**src/rtl/iter_muldiv.sv**
```systemverilog
// Iterative multiply/divide unit with architectural HI/LO registers.
// One bit per cycle: shift-add multiply, restoring divide, then a sign-fix cycle.
module iter_muldiv #(
   parameter int WIDTH = 32
) (
   input  logic             clk,
   input  logic             rst,
   input  logic             start,
   input  logic             op_div,
   input  logic             sign,
   input  logic [WIDTH-1:0] src_a,
   input  logic [WIDTH-1:0] src_b,
   input  logic             flush,
   input  logic             hi_we,
   input  logic             lo_we,
   input  logic [WIDTH-1:0] wdata,
   output logic             busy,
   output logic             done,
   output logic             div_zero,
   output logic [WIDTH-1:0] hi,
   output logic [WIDTH-1:0] lo
);

   localparam int CNT_W = $clog2(WIDTH + 1);

   typedef enum logic [1:0] {S_IDLE, S_CALC, S_FIX, S_DONE} state_t;

   state_t           state, state_nxt;
   logic [CNT_W-1:0] cnt;
   logic             accept, abort, last_step;

   logic             op_div_p0, neg_lo_p0, neg_hi_p0, dz_p0;
   logic [WIDTH-1:0] opb_p0, a_orig_p0, low_p0;
   logic [WIDTH:0]   rem_p0;

   logic [WIDTH:0]     mul_sum, div_shift, div_opb;
   logic [2*WIDTH-1:0] prod_fix;
   logic [WIDTH-1:0]   fix_hi, fix_lo;

   function automatic logic [WIDTH-1:0] magnitude(input logic signed [WIDTH-1:0] v,
                                                 input logic is_signed);
      logic signed [WIDTH-1:0] m;
      m = (is_signed && v < 0) ? -v : v;
      return $unsigned(m);
   endfunction

   function automatic logic [WIDTH-1:0] neg_w(input logic [WIDTH-1:0] v, input logic en);
      return en ? -v : v;
   endfunction

   function automatic logic [2*WIDTH-1:0] neg_2w(input logic [2*WIDTH-1:0] v, input logic en);
      return en ? -v : v;
   endfunction

   // Any MTHI/MTLO write while busy squashes the operation just like a flush.
   assign accept    = (state == S_IDLE) && start && !flush;
   assign abort     = flush || hi_we || lo_we;
   assign last_step = (cnt == CNT_W'(1));

   always_ff @(posedge clk) begin
      if (rst) state <= S_IDLE;
      else     state <= state_nxt;
   end

   always_comb begin
      state_nxt = state;
      case (state)
         S_IDLE: if (accept) state_nxt = S_CALC;
         S_CALC: begin
            if (abort)          state_nxt = S_IDLE;
            else if (last_step) state_nxt = S_FIX;
         end
         S_FIX:  state_nxt = abort ? S_IDLE : S_DONE;
         S_DONE: state_nxt = S_IDLE;
         default: state_nxt = S_IDLE;
      endcase
   end

   always_comb begin
      busy     = (state == S_CALC) || (state == S_FIX);
      done     = (state == S_DONE);
      div_zero = (state == S_DONE) && dz_p0;
   end

   always_ff @(posedge clk) begin
      if (rst)                   cnt <= '0;
      else if (accept)           cnt <= CNT_W'(WIDTH);
      else if (state == S_CALC)  cnt <= cnt - CNT_W'(1);
   end

   // Iteration datapath: rem_p0 is the product high half / partial remainder,
   // low_p0 is the multiplier shifting out / dividend shifting into quotient.
   assign mul_sum   = rem_p0 + (low_p0[0] ? {1'b0, opb_p0} : '0);
   assign div_shift = {rem_p0[WIDTH-1:0], low_p0[WIDTH-1]};
   assign div_opb   = {1'b0, opb_p0};

   always_ff @(posedge clk) begin
      if (accept) begin
         op_div_p0 <= op_div;
         dz_p0     <= op_div && (src_b == '0);
         neg_lo_p0 <= sign && (src_a[WIDTH-1] ^ src_b[WIDTH-1]);
         neg_hi_p0 <= sign && (op_div ? src_a[WIDTH-1] : (src_a[WIDTH-1] ^ src_b[WIDTH-1]));
         a_orig_p0 <= src_a;
         opb_p0    <= magnitude($signed(src_b), sign);
         low_p0    <= magnitude($signed(src_a), sign);
         rem_p0    <= '0;
      end else if (state == S_CALC) begin
         if (!op_div_p0) begin
            rem_p0 <= {1'b0, mul_sum[WIDTH:1]};
            low_p0 <= {mul_sum[0], low_p0[WIDTH-1:1]};
         end else if (div_shift >= div_opb) begin
            rem_p0 <= div_shift - div_opb;
            low_p0 <= {low_p0[WIDTH-2:0], 1'b1};
         end else begin
            rem_p0 <= div_shift;
            low_p0 <= {low_p0[WIDTH-2:0], 1'b0};
         end
      end
   end

   // Sign fix applied to the unsigned magnitudes during FIX.
   assign prod_fix = neg_2w({rem_p0[WIDTH-1:0], low_p0}, neg_lo_p0);

   always_comb begin
      fix_hi = prod_fix[2*WIDTH-1:WIDTH];
      fix_lo = prod_fix[WIDTH-1:0];
      if (op_div_p0) begin
         if (dz_p0) begin
            fix_hi = a_orig_p0;
            fix_lo = '1;
         end else begin
            fix_hi = neg_w(rem_p0[WIDTH-1:0], neg_hi_p0);
            fix_lo = neg_w(low_p0, neg_lo_p0);
         end
      end
   end

   always_ff @(posedge clk) begin
      if (rst) begin
         hi <= '0;
         lo <= '0;
      end else begin
         if (hi_we)                         hi <= wdata;
         else if (state == S_FIX && !abort) hi <= fix_hi;
         if (lo_we)                         lo <= wdata;
         else if (state == S_FIX && !abort) lo <= fix_lo;
      end
   end

endmodule
```
**config.mk**
```make
export PLATFORM = sky130hd
export DESIGN_NAME = iter_muldiv
export DESIGN_NICKNAME = d
export VERILOG_FILES = /design/src/rtl/iter_muldiv.sv
export SDC_FILE = /design/constraint.sdc
export NUM_CORES = 1
export LEC_CHECK = 0
export ABC_AREA = 1
export BUFFER_PORTS_ARGS = -buffer_cell sky130_fd_sc_hd__buf_2
export CORE_AREA = 4 4 257 309
export DETAILED_ROUTE_END_ITERATION = 7
export DIE_AREA = 0 0 261 313
export GPL_ROUTABILITY_DRIVEN = 0
export PLACE_DENSITY_LB_ADDON = 0.15
export SYNTH_ARGS = -nofsm -noshare
export SYNTH_HDL_FRONTEND = slang
export SYNTH_SLANG_ARGS = --single-unit
```
**constraint.sdc**
```tcl
create_clock -name clk -period 3.6 [get_ports clk]
set_input_delay 0.9 -clock clk [delete_from_list [all_inputs] [get_ports clk]]
set_output_delay 0.9 -clock clk [all_outputs]
set_load 0.01 [all_outputs]
```
==> run summary, run 1 <==
Outcome -> finished clean
IO Count -> 171
Post-route setup TNS -> 0 ns
Area of the multi-input gates -> 11700 µm²
CTS tree -> yes
Core ar. -> 76200 µm²
Syn_nets -> 3350
Die Ht -> 313 µm
Finished Core Util -> 29.1%
Synth Register Bits -> 205
Hold Fails Final Rpt -> 0
Post-CTS setup buffer count -> 0
Global route total overflow -> 0
Vias in the first global route -> 20400
Synth Area in Compound Gates -> 13.3%
Max Root-Sink Buffers -> 3
Number of synthesized flops with an enable pin -> 100
Top cell type's share of synthesized area -> 19.6%
Synthesized area per cell -> 5.98 µm²
Share of layout cells above drive strength 1 -> 10.6%
Largest family of logic cells by synthesized area -> simple AND/OR/NAND/NOR gates
Clock latency on the worst-skew pair -> 0.59 ns
Slew @ Worst Pin -> 0.889 ns
Largest net degree at the start of global routing -> 74
Critical path class -> flip-flop to flip-flop
Crit path required time -> 4.10 ns
Fmax achieved -> 0.336 GHz
Slew Limit Headroom -> 40.4%
Final Critical Period -> 2.98 ns
Endpoints failing setup -> 0
Pleak -> 10.9 nW
Sequential cell area -> 5100 µm²
Top FF cell, synth -> dfxtp_1
Die X -> 261 µm
Initial antenna violation count -> 1
Count of pins over their slew limit -> 0
Peak VDD IR -> 361 µV
Synth top area cells -> nand2_1, edfxtp_1, dfxtp_1, inv_1, nor2_1
H-tree lvl count -> 1
Antenna-violating nets left -> 0
Synth Area in XOR/XNOR -> 3.97%
CP endpoint kind -> flip-flop
Gr usage total -> 21.5%
Detailed placement HPWL -> 74900 µm
Setup repair after global routing missed its margin -> false
Global-route wire length before repair -> 132000 µm
Die area -> 81700 µm²
Commonest cells post-synth -> nand2_1, inv_1, nor2_1
IO Port Bufs -> 170
Drt pass-1 iters -> 6
P&R area growth vs syn -> 16.9%
CTS Hold Bufs -> 0
Final wirelength -> 90600 µm
Max-cap violation count -> 0
Clock Sinks -> 205
Power Density -> 664 nW/µm²
Critical Path AT -> 3.48 ns
Distinct cell type count after synthesis -> 54
Adder-Cell Fraction of Synth Area -> 5.10%
Post-synthesis simple-gate area fraction -> 39.5%
Post-CTS sizing -> 0
Worst-path maximum fanout -> 11
Fill count -> 8790
Asr flop ratio synth -> 0%
Syn Inst Count -> 3170
Seq/Total Area, Yosys -> 26.9%
Warnings from Yosys -> 0
Row count -> 111
Mux share of post-synthesis cell area -> 0%
Critical Path Start Type -> flip-flop
Final Skew -> 0.0361 ns
Count leader, synth -> nand2_1
Cts bufs inserted -> 29
Diodes inserted -> 0
Initial DRC Count -> 1567
DRC -> 0
Mapped Area -> 19000 µm²
Via count -> 21000
HP Class -> flip-flop to flip-flop
Area leader, netlist -> nand2_1
Routed len/inst -> 20.7 µm
Initial Utilization -> 24.9%
Period utilization -> 82.7%
CTS Root Cell -> clkbuf_16
Clock transition at path regs -> 0.06 ns
Vias per cell -> 4.79
Final net count -> 3519
routing by layer:
metal | up-vias | routed length, µm | global-route usage, %
met5 | - | 0 | 0
met4 | 0 | 6360 | 12.4
met3 | 177 | 3910 | 1.69
met2 | 611 | 43700 | 37.5
met1 | 9623 | 36700 | 25.9
li1 | 10500 | - | -
layout by cell type (no fill, tap or decap), types with 4 or more instances in the layout:
cell type    n
nor2_2      10
dfxtp_1    105
o21ai_0    184
clkbuf_8     4
inv_1      426
inv_2       22
o22ai_1      6
clkbuf_16   29
buf_2      170
o31ai_1      4
nand2_2      7
a31oi_1     13
nand4_1     36
a21oi_1    194
buf_4       61
nand3b_1    14
o21bai_1     6
ha_1        74
or2_2        8
nor3_1      37
clkbuf_1     6
o211ai_2     6
clkinv_2     5
xnor2_1     28
nand3_1    248
o21ai_1     11
clkinv_1     5
nand2_1    990
o221ai_1    18
nor2_4       5
and2_1       7
edfxtp_1   100
buf_12       6
xor2_1      58
nor2_1     405
o211ai_1    10
nor4_1       6
power breakdown:
part           internal, mW  switching (mW)
sequential             2.90           0.572
clock                  1.64            1.22
combinational          2.57            5.81
cells by family (layout without fill, tap and decap cells):
kind of cell               Yosys count  after routing
AOI/OAI and AO/OA                  462            462
xor gates and xnor gates            86             86
adders and majority gates           76             76
buffers and inverters              551            742
DFF                                205            205
and+or+nand+nor                   1790           1790
worst max-delay path: stages (launching register included):
cell	delay (ns)
edfxtp_1	0.66
nand2_1	0.09
inv_1	0.08
ha_1	0.22
fa_1	0.23
nand2_1	0.08
o21ai_0	0.42
nand2_1	0.15
nand2_1	0.19
nand2_1	0.09
nand2_1	0.19
nand2_1	0.11
nand2_1	0.08
nand2_1	0.04
nand3_1	0.06
nand2_1	0.05
a21oi_1	0.15
flip-flops by register name, indices dropped and copies added (netlist names):
signal     cells
neg_hi_p0      1
low_p0        32
lo            32
dz_p0          1
cnt            6
state          2
neg_lo_p0      1
rem_p0        33
opb_p0        32
op_div_p0      1
hi            32
a_orig_p0     32
stage by stage:
stage | instance area (µm²) | setup slack, ns | power [mW] | hold WS, ns | instances
after floorplan | 19000 | 1.01 | 8.62 | 0.459 | 3170
after global placement | 21200 | 0.515 | 11.9 | 0.451 | 4325
after detailed placement | 21200 | 0.519 | 11.8 | 0.455 | 4325
after CTS | 22200 | 0.626 | 14.8 | 0.465 | 4378
after global routing | 22200 | 0.291 | 15.9 | 0.485 | 4378
final | 22200 | 0.623 | 14.7 | 0.460 | 4378
layout make-up:
cell class,instances,share of cell area [%]
repair buffers,237,6.45
multi-input cells,2414,53.0
clock buffers,40,3.66
inverters,452,7.67
well taps,1017,5.74
flip-flops and latches,205,23.0
clock inverters,13,0.469
final timing paths:
path | startpoint | end | slack [ns] | cells past startpoint
setup / recovery | low_p0[0]$_DFFE_PP_ | rem_p0[27]$_SDFFE_PP0P_ | 0.62 | 16
hold / removal | hi[7]$_SDFFE_PP0P_ | hi[7]$_SDFFE_PP0P_ | 0.46 | 2
setup reg to reg | low_p0[0]$_DFFE_PP_ | rem_p0[27]$_SDFFE_PP0P_ | 0.62 | 16
hold reg to reg | hi[7]$_SDFFE_PP0P_ | hi[7]$_SDFFE_PP0P_ | 0.46 | 2
Note: power is estimated with default switching activity, not from simulation.
==> run 2, diff against run 1 <==
--- a/config.mk
+++ b/config.mk
@@ -5,11 +5,11 @@
 export SDC_FILE = /design/constraint.sdc
 export NUM_CORES = 1
 export LEC_CHECK = 0
-export ABC_AREA = 1
+export ABC_AREA = 0
 export BUFFER_PORTS_ARGS = -buffer_cell sky130_fd_sc_hd__buf_2
-export CORE_AREA = 4 4 257 309
+export CORE_AREA = 4 4 234 282
 export DETAILED_ROUTE_END_ITERATION = 7
-export DIE_AREA = 0 0 261 313
+export DIE_AREA = 0 0 238 286
 export GPL_ROUTABILITY_DRIVEN = 0
 export PLACE_DENSITY_LB_ADDON = 0.15
 export SYNTH_ARGS = -nofsm -noshare
==> constraint.sdc (replaced) <==
create_clock -name clk -period 2.6 [get_ports clk]
set_input_delay 0.65 -clock clk [delete_from_list [all_inputs] [get_ports clk]]
set_output_delay 0.65 -clock clk [all_outputs]
set_load 0.01 [all_outputs]
==> run summary, run 2 <==
CTS Root Cell -> clkbuf_16
RR Startpoint -> low_p0[0]$_DFFE_PP_
Period utilization -> 124%
Vias in the first global route -> 16700
Vias per cell -> 5.03
Commonest cells after routing, fill and taps aside -> buf_4, buf_2, nand2_1
IO Port Bufs -> 170
Synth top area cells -> edfxtp_1, dfxtp_1, o21ai_0, ha_1, xnor2_1
Die area -> 68100 µm²
Distinct cell type count after synthesis -> 79
Cell mode on critical path -> buf_6
Biggest register -> rem_p0
Die Ht -> 286 µm
Count of pins over their slew limit -> 0
CP endpoint kind -> flip-flop
Count leader, synth -> o21ai_0
Die X -> 238 µm
Top FF cell, synth -> dfxtp_1
Endpoints failing setup -> 78
IO Count -> 171
Sequential cell area -> 5120 µm²
Min-Delay Startpoint -> src_a[16]
Global-route wire length before repair -> 102000 µm
Global route total overflow -> 0
Syn_nets -> 2112
Gr usage total -> 19.1%
Core ar. -> 63100 µm²
Final Critical Period -> 3.23 ns
P&R area growth vs syn -> 51.2%
Initial Utilization -> 24.9%
Critical Path AT -> 3.68 ns
Commonest cells post-synth -> o21ai_0, nand2_1, nor2_1
Worst Setup SP -> low_p0[0]$_DFFE_PP_
HP Class -> input pin to flip-flop
Critical path class -> flip-flop to flip-flop
Max Root-Sink Buffers -> 3
Fill count -> 6408
Via count -> 16600
Hold path depth -> 1
Initial DRC Count -> 931
CP cell instances -> inv_4 -> buf_6 -> buf_6 -> ha_4 -> nand2_2 -> or3_4 -> or3b_4 -> or4_4 -> o41ai_4 -> xor2_1 -> a2111oi_0
Clock latency on the worst-skew pair -> 0.58 ns
Placed cells -> 3216
Peak VDD IR -> 541 µV
Drt pass-1 iters -> 5
Fmax achieved -> 0.309 GHz
Hold Path Sink -> a_orig_p0[16]$_DFFE_PP_
Slowest cell on crit path -> or4_4
Reg2Reg Setup Slack -> -0.63 ns
Asr flop ratio synth -> 0%
Final wirelength -> 68600 µm
Violated checks -> negative setup slack
Outcome -> finished, violations left
Cell Count, Final, Fillers Out -> 3295
PnR worst setup slack -> -0.632 ns
Pleak -> 9.81 nW
Crit path required time -> 3.04 ns
Critical Path Start Type -> flip-flop
Final Skew -> 0.0303 ns
Warnings from Yosys -> 0
Largest net degree at the start of global routing -> 96
Area of the multi-input gates -> 11800 µm²
Max reg flops -> 33
Seq/Total Area, Yosys -> 32.5%
Power Density -> 947 nW/µm²
Area leader, netlist -> edfxtp_1
R2r worst-path depth -> 11
Slew @ Worst Pin -> 0.808 ns
Setup repair after global routing missed its margin -> true
Critical path's largest stage delay -> 0.46 ns
Antenna-violating nets left -> 0
Top cell type's share of synthesized area -> 19.1%
Clock Sinks -> 205
DRC -> 0
Synthesized area per cell -> 8.12 µm²
Row count -> 101
Max-cap violation count -> 0
Hold Fails Final Rpt -> 0
Detailed placement HPWL -> 54200 µm
Routed len/inst -> 20.8 µm
Slew Limit Headroom -> 45.9%
H-tree lvl count -> 1
Clock transition at path regs -> 0.06 ns
Synth Register Bits -> 205
Initial antenna violation count -> 0
Commonest non-fill, non-tap cell in the layout -> buf_4
Cts bufs inserted -> 26
Diodes inserted -> 0
RR Endpoint -> lo[18]$_SDFFE_PP0P_
Share of layout cells above drive strength 1 -> 40.4%
Mapped Area -> 15700 µm²
Final net count -> 2633
CTS tree -> yes
Syn Inst Count -> 1932
Number of synthesized flops with an enable pin -> 100
Worst-path maximum fanout -> 7
Finished Core Util -> 37.6%
run 2: changes by cell type after synthesis, sizes merged, moves of 22 or more:
| cell | delta |
|---|---|
| o31ai | +25 |
| nor2 | -261 |
| inv | -378 |
| nand2 | -823 |
| nand4 | -22 |
| a21o | +25 |
| a21oi | -40 |
| clkbuf | +42 |
| mux2i | +51 |
| or3 | +32 |
| xnor2 | +76 |
| nand3 | -218 |
run 2: logic make-up after synthesis:
logic type | synth area share (%)
AO/OA/AOI/OAI | 25.1
multiplexers | 3.25
AND/OR/NAND/NOR | 17.7
buffers and inverters | 5.01
XOR/XNOR | 10.2
flip-flops | 32.5
adder cells (fa/ha/maj) | 6.15
run 2: worst max path at each step:
stage,endpoint,slack [ns],cells after the start
after floorplan,rem_p0[31]$_SDFFE_PP0P_,-0.57,14
after global placement,low_p0[27]$_DFFE_PP_,-0.74,12
after detailed placement,low_p0[27]$_DFFE_PP_,-0.73,12
after CTS,lo[18]$_SDFFE_PP0P_,-0.60,10
after global routing,rem_p0[31]$_SDFFE_PP0P_,-0.72,13
final,lo[18]$_SDFFE_PP0P_,-0.63,11
run 2: cell type report:
type / count / share of cell area, %
timing repair buffer: 625 / 19.7
clock inverter: 11 / 0.337
sequential: 205 / 21.6
clock buffer: 35 / 3.20
inverter: 73 / 1.21
tap: 824 / 4.35
multi-input combinational: 1522 / 49.6
run 2: metal layers:
layer | part of all wire [%] | global-route usage (%) | wire, µm
met1 | 43 | 24.4 | 29400
met2 | 49 | 33.4 | 33400
met3 | 4.3 | 2.01 | 2980
met4 | 4.1 | 7.11 | 2830
met5 | 0 | 0 | 0
run 2: worst max-delay path, delay by kind of cell, from the launching register on:
family | cells | cell delay (ns)
compound gates | 2 | 0.70
simple gates | 4 | 1.26
buf+inv | 3 | 0.38
flops | 1 | 0.45
xor+xnor | 1 | 0.17
fa+ha+maj | 1 | 0.14
run 2: what timing repair did:
action / CTS / global route
gates cloned: 2 / 0
hold buffers: 0 / 0
gates resized for setup: 180 / 191
pin swaps: 107 / 114
setup endpoints to repair: 84 / 89
setup buffers: 24 / 24
run 2: power by group:
part,internal [mW],switching (mW)
Combinational,6.72,7.47
Clock,2.05,1.62
Sequential,4.01,0.607
Total,12.8,9.69
run 2: per-stage QoR:
step,area (µm²),setup WS (ns),hold slack [ns],setup TNS (ns),power (mW)
2_1_floorplan,16300,-0.575,0.469,-11.19,11.2
3_3_place_gp,20900,-0.742,0.486,-42.24,16.7
3_5_place_dp,20900,-0.728,0.494,-44.94,16.7
4_1_cts,22800,-0.596,0.305,-22.24,21.6
5_1_grt,23700,-0.720,0.311,-30.71,23.9
6_report,23700,-0.632,0.338,-21.22,22.5
